**src/rtl/shiftreg_wrap.sv**
```systemverilog
// Fixed-latency pipeline: Depth register stages of {valid, data}, shifting unconditionally
// every cycle, with no backpressure. Outputs come straight from the last stage's flops.
module shiftreg_wrap #(
   parameter int unsigned Depth     = 4,
   parameter int unsigned DataWidth = 32
) (
   input  logic                 clk_i,
   input  logic                 rst_ni,
   input  logic                 valid_i,
   input  logic [DataWidth-1:0] data_i,
   output logic                 valid_o,
   output logic [DataWidth-1:0] data_o
);

   if (Depth < 1) begin : g_bad_depth
      $error("shiftreg_wrap: Depth must be at least 1");
   end
   if (DataWidth < 1) begin : g_bad_width
      $error("shiftreg_wrap: DataWidth must be at least 1");
   end

   // Each stage owns its flops; stage g takes its input from stage g-1, and stage 0 from the ports.
   for (genvar g = 0; g < Depth; g++) begin : g_stage
      logic                 w_valid_in;
      logic [DataWidth-1:0] w_data_in;
      logic                 r_valid;
      logic [DataWidth-1:0] r_data;

      if (g == 0) begin : g_head
         assign w_valid_in = valid_i;
         assign w_data_in  = data_i;
      end else begin : g_body
         assign w_valid_in = g_stage[g-1].r_valid;
         assign w_data_in  = g_stage[g-1].r_data;
      end

      always_ff @(posedge clk_i or negedge rst_ni) begin
         if (!rst_ni) begin
            r_valid <= 1'b0;
            r_data  <= '0;
         end else begin
            r_valid <= w_valid_in;
            r_data  <= w_data_in;
         end
      end
   end

   assign valid_o = g_stage[Depth-1].r_valid;
   assign data_o  = g_stage[Depth-1].r_data;

endmodule

```
**config.mk**
```make
export PLATFORM = sky130hd
export DESIGN_NAME = shiftreg_wrap
export DESIGN_NICKNAME = d
export VERILOG_FILES = /design/src/rtl/shiftreg_wrap.sv
export SDC_FILE = /design/constraint.sdc
export NUM_CORES = 1
export LEC_CHECK = 0
export BUFFER_PORTS_ARGS = -buffer_cell sky130_fd_sc_hd__buf_2
export CORE_ASPECT_RATIO = 0.6
export CORE_MARGIN = 5
export CORE_UTILIZATION = 47
export CTS_CLUSTER_DIAMETER = 60
export DETAILED_ROUTE_END_ITERATION = 6
export PLACE_DENSITY = 0.73
export SYNTH_ARGS = -nofsm -noshare
export SYNTH_HDL_FRONTEND = slang
export SYNTH_SLANG_ARGS = --single-unit
```
**constraint.sdc**
```tcl
create_clock -name clk_i -period 0.8 [get_ports clk_i]
set_clock_uncertainty 0.2 [all_clocks]
set_input_delay 0.04 -clock clk_i [delete_from_list [all_inputs] [get_ports clk_i]]
set_output_delay 0.04 -clock clk_i [all_outputs]
set_load 0.02 [all_outputs]
```
* Word-level counts from Yosys, hierarchy flattened
Cells that the tools add are included.
Word-level totals: register bits after elaboration 132, output and inout port bits 33, word-level logic and storage cells 8, bits of input ports 35

* Longest topological paths before layout
Gate-level depths: netlist of run 1.
depth in word-level cells 0, gate-level depth with buffers 0, depth with buffers taken out 0

* Worst setup path after synthesis of run 1
Ideal clock, no wire load.
path type register -> output, start point register g_stage[3].r_data[0] (netlist: data_o[0]), end point output data_o[0], path buffers 0, stages on the path, launching flop included 1, setup slack 0.144 ns, arrival 0.416 ns, cells stage by stage dfrtp_1
RTL lines:
- start: declaration | line 27 | logic [DataWidth-1:0] r_data;
- start signal: assignment | line 43 | r_data <= w_data_in;
- end: declaration | line 12 | output logic [DataWidth-1:0] data_o
No word-level cell between the ends.

* Final worst setup path of run 1
start point register g_stage[3].r_data[17] (netlist: data_o[17]), end point output data_o[17]
No word-level cell between the ends.

==> metrics.yaml, run 1 <==
worst_setup_path:
  critical-path-top-delay-family: "flip-flops"
  rrSetupSlack_ns: 0.09
  cpPeakStageDelay_ns: 0.38
  r2r-start: "g_stage[2].r_data[10]"
  crit_path_start_kind: "register"
  critPathArrivalTime_ns: 0.91
  worst_r2r_path_depth: 0
  cp.required_ns: 0.56
  path_class: "reg2out"
  cpMaxStageDelayCell: "dfrtp_1"
  crit_buf_inv: 1
  path_max_fanout: 1
  crit_path_end_kind: "primary output"
  r2r-end: "data_o[10]"
  crit_chain: "buf_6"
placement:
  placed_cells: 290
  globalplace.congestion: 0.643
  port_buffers: 67
  dp_hpwl_mm: 2.72
synthesis:
  yosysWarnings: 0
  syn_area_mm2: 0.00330
  netlist.area_leader.share_pct: 100
  seq_area_frac_synth_pct: 100
  yosysMostFrequentCell: "dfrtp_1"
  netlist_instances: 132
  synth-edff-count: 0
  ys.flop_type: "dfrtp_1"
  synth_cell_type_count: 1
  ys_ff_latch: 132
  syn_nets: 167
  yosys.area.top_type: "dfrtp_1"
  avgSynthCellArea_um2: 25.0
  ys_top_cells_by_count: "dfrtp_1 (132)"
  yosys-top-cells-area: "dfrtp_1 (100%)"
  synth-async-reset-ratio_pct: 100
final_layout:
  drive_gt1_share_pct: 35.4
  area_growth_pct: 46.6
  register_area_mm2: 0.00330
  nNetsFinal: 290
  comb.multi_input.count: 0
  stdcell_count: 347
  multiInputGateArea_um2: 0
  fill_cells: 392
  antenna_cells: 0
route:
  wire_per_inst_um: 14.5
  num_vias: 1471
  drt_iter0_drc: 64
  ant_nets: 0
  vias_per_cell: 4.24
  firstDrtPassIters: 4
  drc_errors: 0
  wl_mm: 5.05
pwr:
  clkPwrFrac_pct: 44.8
  p_leak_nw: 2.28
  intPower_mw: 11.4
  pwr-share-seq_pct: 50.4
  peakVddDrop_mv: 2.25
  p_sw_mw: 2.73
  p_comb_share_pct: 4.8
  switching_share_pct: 19.3
  p_per_area_mw_per_mm2: 2930
status:
  violations: "negative hold slack, negative setup slack"
  outcome: "finished, violations left"
die:
  start_util_pct: 48.8
  dieArea_mm2: 0.00886
  io_pins: 68
  fp.dieW_um: 118
  fp.coreArea_mm2: 0.00676
  die_y_um: 74.9
  num_rows: 23
cts:
  clk-insertion-delay-late_ns: 0.39
  cts.sinks: 132
  clockBufferDepth: 2
  cts_made_buffers: 17
  path_clk_slew_ns: 0.05
  cts-root-buf: "clkbuf_16"
  cts_htree_levels: 4
  cts_tree: "done"
  holdBufCountCts: 33
global_routing:
  grt_usage_pct: 13.7
  grt_pass1_wl_mm: 8.65
  grt_pass1_vias: 1712
  grt_remaining_overflow: 0
  antenna_found_initial: 0
  grt_max_degree: 38
timing:
  max_freq_mhz: 867
  slew_headroom_pct: 86.6
  maxSlewViolCount: 0
  setup_ws_ns: -0.353
  fin_tns_setup_ns: -11.00
  worstMarginPinSlew_ns: 0.201
  finalCriticalPeriod_ns: 1.15
  finalSetupViolations: 33
  rsz0062_at_grt: "yes"
  hold_viol_final: 132
  timing.final.crit_share_pct: 144
  holdWs_ns: -0.726
run:
  maxCapViolations: 0
hold_path:
  holdCritPathClass: "in2async"
## final cells by class
type	count	share of cell area [%]
Sequential cell	132	68.2
Timing Repair Buffer	104	19.5
Clock buffer	23	9.87
Tap cell	87	2.25
Clock inverter	1	0.103
## worst max-delay path by stage
stage / from / to / slack, ns / cells past startpoint
2_1_floorplan: data_o[0] / data_o[0] / 0.14 / 0
3_3_place_gp: data_o[14] / data_o[14] / 0.06 / 1
3_5_place_dp: data_o[15] / data_o[15] / 0.05 / 1
4_1_cts: data_o[8] / data_o[8] / -0.38 / 1
5_1_grt: data_o[10] / data_o[10] / -0.39 / 1
6_report: data_o[17] / data_o[17] / -0.35 / 1
## layer usage
metal	wire (um)	GRT usage [%]
met1	2130	16.1
met2	2520	21.6
met3	327	6.46
met4	73	7.25
met5	0	0
## power groups by stage
| stage | Combinational, mW | Sequential [mW] | Clock (mW) |
|---|---|---|---|
| after floorplan | 0 | 7.31 | 0 |
| final | 0.675 | 7.14 | 6.34 |
| after CTS | 0.687 | 7.14 | 6.51 |
| after global routing | 0.738 | 7.17 | 6.81 |
| after global placement | 0.451 | 7.20 | 0 |
| after detailed placement | 0.461 | 7.22 | 0 |
## through the flow
| step | worst slack [ns] | utilization, % | cell area (um2) | total power, mW |
|---|---|---|---|---|
| finish | -0.353 | 71.6 | 4840 | 14.2 |
| global route | -0.391 | 71.6 | 4840 | 14.7 |
| CTS | -0.381 | 71.6 | 4840 | 14.3 |
| detailed placement | 0.0498 | 56.5 | 3820 | 7.68 |
| global placement | 0.0569 | 56.5 | 3820 | 7.65 |
| floorplan | 0.144 | - | 3300 | 7.31 |
## kinds of logic (layout without fill, tap and decap cells)
logic type	Yosys count	in the layout	synth area share, %
buffers and inverters	0	128	0
DFF	132	132	100
## cells in the final DEF, fill, tap and decap left out
master / netlist / routed
clkbuf_1: 0 / 3
clkinv_2: 0 / 1
buf_6: 0 / 34
clkbuf_8: 0 / 3
clkbuf_16: 0 / 17
dlygate4sd3_1: 0 / 33
buf_2: 0 / 33
buf_4: 0 / 1
dfrtp_1: 132 / 132
buf_12: 0 / 3
## sequential cells by signal (all words and copies together) (netlist names)
signal	flops
data_o	32
g_stage.r_data	96
g_stage.r_valid	3
valid_o	1
## timing repair
item,CTS,global route
setup endpoints to repair,33,33
pin swaps,0,0
buffers inserted,0,0
resized for setup,66,0
endpoints found under the hold margin,165,132
(Power assumes the default switching activity.)
==> run 2: changes to the inputs <==
CORE_MARGIN = 2   (was 5)
==> run 2 against run 1 <==
  * Fmax decreased by 0.28%
  * The run still ends with negative hold slack, negative setup slack left
  * Critical path type unchanged
  * Hold slack gained 0.0082 ns
  * First-iteration DRC count shrank 6.3%
  * Power rose by 8.4%
  * Utilization is 2.3 points higher
  * Combinational power up 2%
  * Final cell count increased by 3.2%
  * Largest cell class unchanged
  * Setup slack worse by 0.0033 ns
  * Sequential share of layout area down 1.8 points
==> metrics.yaml, run 2 (synthesized netlist as in run 1, its figures left out) <==
route:
  num_vias: 1480  # +0.61%
  met3_length_um: 305  # -6.7%
  top_layer_used: "met4"
  met2RoutedLength_mm: 2.61  # +3.5%
  drt_iter0_drc: 60  # -6.3%
  vias_per_cell: 4.13  # -2.5%
  wl_mm: 5.03  # -0.32%
  wire_per_inst_um: 14.1  # -3.4%
  drc_errors: 0  # unchanged
  firstDrtPassIters: 3  # -1
  ant_nets: 0  # unchanged
  m1WireLength_mm: 2.04  # -4.3%
pwr:
  p_comb_share_pct: 4.5  # -0.3 points
  switching_share_pct: 19.3  # +0.058 points
  p_leak_nw: 2.35  # +2.8%
  p_sw_mw: 2.97  # +8.8%
  pwr-share-seq_pct: 46.5  # -3.9 points
  clkPwrFrac_pct: 49.1  # +4.3 points
  p_per_area_mw_per_mm2: 3090  # +5.6%
  peakVddDrop_mv: 2.29  # +1.7%
  intPower_mw: 12.4  # +8.4%
placement:
  globalplace.congestion: 0.650  # +1.0%
  port_buffers: 67  # unchanged
  placed_cells: 295  # +1.7%
  dp_hpwl_mm: 2.60  # -4.6%
  post-place-ws_ns: 0.0491  # -0.000677 ns
worst_setup_path:
  rrSetupSlack_ns: 0.11  # +0.02 ns
  crit_cells: 1  # unchanged
  worstSetupEndpoint: "data_o[2]"
  crit_path_end_kind: "primary output"
  cpPeakStageDelay_ns: 0.38  # about the same
  path_class: "reg2out"
  cp.required_ns: 0.56  # about the same
  cpMaxStageDelayCell: "dfrtp_1"
  critical-path-top-delay-family: "flip-flops"
  crit_chain: "buf_6"
  r2r-start: "g_stage[0].r_data[29]"
  crit_path_start_kind: "register"
  crit_buf_inv: 1  # unchanged
  critPathLaunch: "data_o[2]"
  r2r-end: "g_stage[1].r_data[29]"
  path_max_fanout: 1  # unchanged
  worst_r2r_path_depth: 0  # unchanged
  critPathArrivalTime_ns: 0.92  # about the same
timing:
  holdWs_ns: -0.718  # +0.00820 ns
  slew_headroom_pct: 84.9  # -1.7 points
  hold_viol_final: 132  # unchanged
  maxSlewViolCount: 0  # unchanged
  finalSetupViolations: 33  # unchanged
  setup_ws_ns: -0.357  # -0.00327 ns
  timing.final.crit_share_pct: 145  # +0.41 points
  finalCriticalPeriod_ns: 1.16  # +0.00327 ns
  worstMarginPinSlew_ns: 0.226  # +0.0256 ns
  rsz0062_at_grt: "yes"
  max_freq_mhz: 865  # -0.28%
final_layout:
  antenna_cells: 0  # unchanged
  drive_gt1_share_pct: 38.7  # +3.4 points
  largest_reg_flops: 96  # unchanged
  final_common_cell: "dfrtp_1"
  nNetsFinal: 295  # +1.7%
  regMostFlops: "g_stage.r_data"
  stdcell_count: 358  # +3.2%
  multiInputGateArea_um2: 0  # unchanged
  area_growth_pct: 50.5
  final_cell_mix: "dfrtp_1 (132), buf_6 (34), dlygate4sd3_1 (33), buf_2 (33), clkbuf_16 (17)"
  fill_cells: 393  # +0.26%
  comb.multi_input.count: 0  # unchanged
global_routing:
  grt_max_degree: 34  # -11%
  grt_remaining_overflow: 0  # unchanged
  antenna_found_initial: 0  # unchanged
  grt_pass1_wl_mm: 8.33  # -3.7%
  grt_pass1_vias: 1683  # -1.7%
  grt_usage_pct: 15.7  # +2.1 points
die:
  io_pins: 68  # unchanged
  dieArea_mm2: 0.00774  # -13%
  num_rows: 23  # unchanged
  fp.coreArea_mm2: 0.00673  # -0.43%
  fp.dieW_um: 112  # -5.1%
  start_util_pct: 49.1  # +0.21 points
  die_y_um: 68.9  # -8.0%
cts:
  path_clk_slew_ns: 0.05  # about the same
  cts_made_buffers: 17  # unchanged
  cts_htree_levels: 4  # unchanged
  postCtsSetupBuffers: 0  # unchanged
  clockBufferDepth: 2  # unchanged
  cts_tree: "done"
  cts.sinks: 132  # unchanged
  clk-insertion-delay-late_ns: 0.40  # about the same
  cts-root-buf: "clkbuf_16"
  holdBufCountCts: 35  # +6.1%
hold_path:
  holdCritPathClass: "in2async"
status:
  violations: "negative hold slack, negative setup slack"
  outcome: "finished, violations left"
run:
  maxCapViolations: 0  # unchanged
run 2: final cells by class:
type | instances | area, um2 | share of cell area, %
sequential | 132 | 3300 | 66.4
timing repair buffer | 109 | 971 | 19.5
clock buffer | 20 | 457 | 9.18
clock inverter | 10 | 133 | 2.67
tap | 87 | 109 | 2.19
run 2: what timing repair did:
| action | 4_1_cts | 5_1_grt |
|---|---|---|
| endpoints found under the setup margin | 33 | 47 |
| hold endpoints to repair | 165 | 132 |
| resized for setup | 66 | 0 |
run 2: power by group through the flow:
stage	registers (mW)	clock network [mW]	logic, mW
5_1_grt	7.16	8.06	0.749
6_report	7.13	7.54	0.686
3_3_place_gp	7.20	0	0.458
4_1_cts	7.14	7.70	0.699
2_1_floorplan	7.31	0	0
3_5_place_dp	7.22	0	0.465
run 2: worst min path at each step:
| stage | from | to | slack, ns | depth (start not counted) |
|---|---|---|---|---|
| 2_1_floorplan | rst_ni | data_o[0] | -0.46 | 0 |
| 3_3_place_gp | rst_ni | data_o[18] | -0.30 | 1 |
| 3_5_place_dp | rst_ni | data_o[18] | -0.30 | 1 |
| 4_1_cts | rst_ni | data_o[18] | -0.72 | 1 |
| 5_1_grt | rst_ni | data_o[18] | -0.72 | 1 |
| 6_report | rst_ni | data_o[18] | -0.72 | 1 |
run 2: per-stage QoR:
stage                     utilization [%]  instance area, um2  total power [mW]  hold WS (ns)  TNS, ns
final                                73.8                4970              15.4        -0.718   -11.19
after global routing                 73.8                4970              16.0        -0.720   -12.44
after CTS                            74.1                4990              15.5        -0.721   -11.79
after detailed placement             57.1                3850              7.69        -0.296        0
after global placement               57.1                3850              7.66        -0.298        0
after floorplan                         -                3300              7.31        -0.456        0
run 2: per-layer routing:
layer  vias to the layer above  GRT usage, %
li1                        668             -
met3                         6          7.26
met4                         0          8.69
met5                         -             0
met1                       756          18.0
met2                        50          25.5
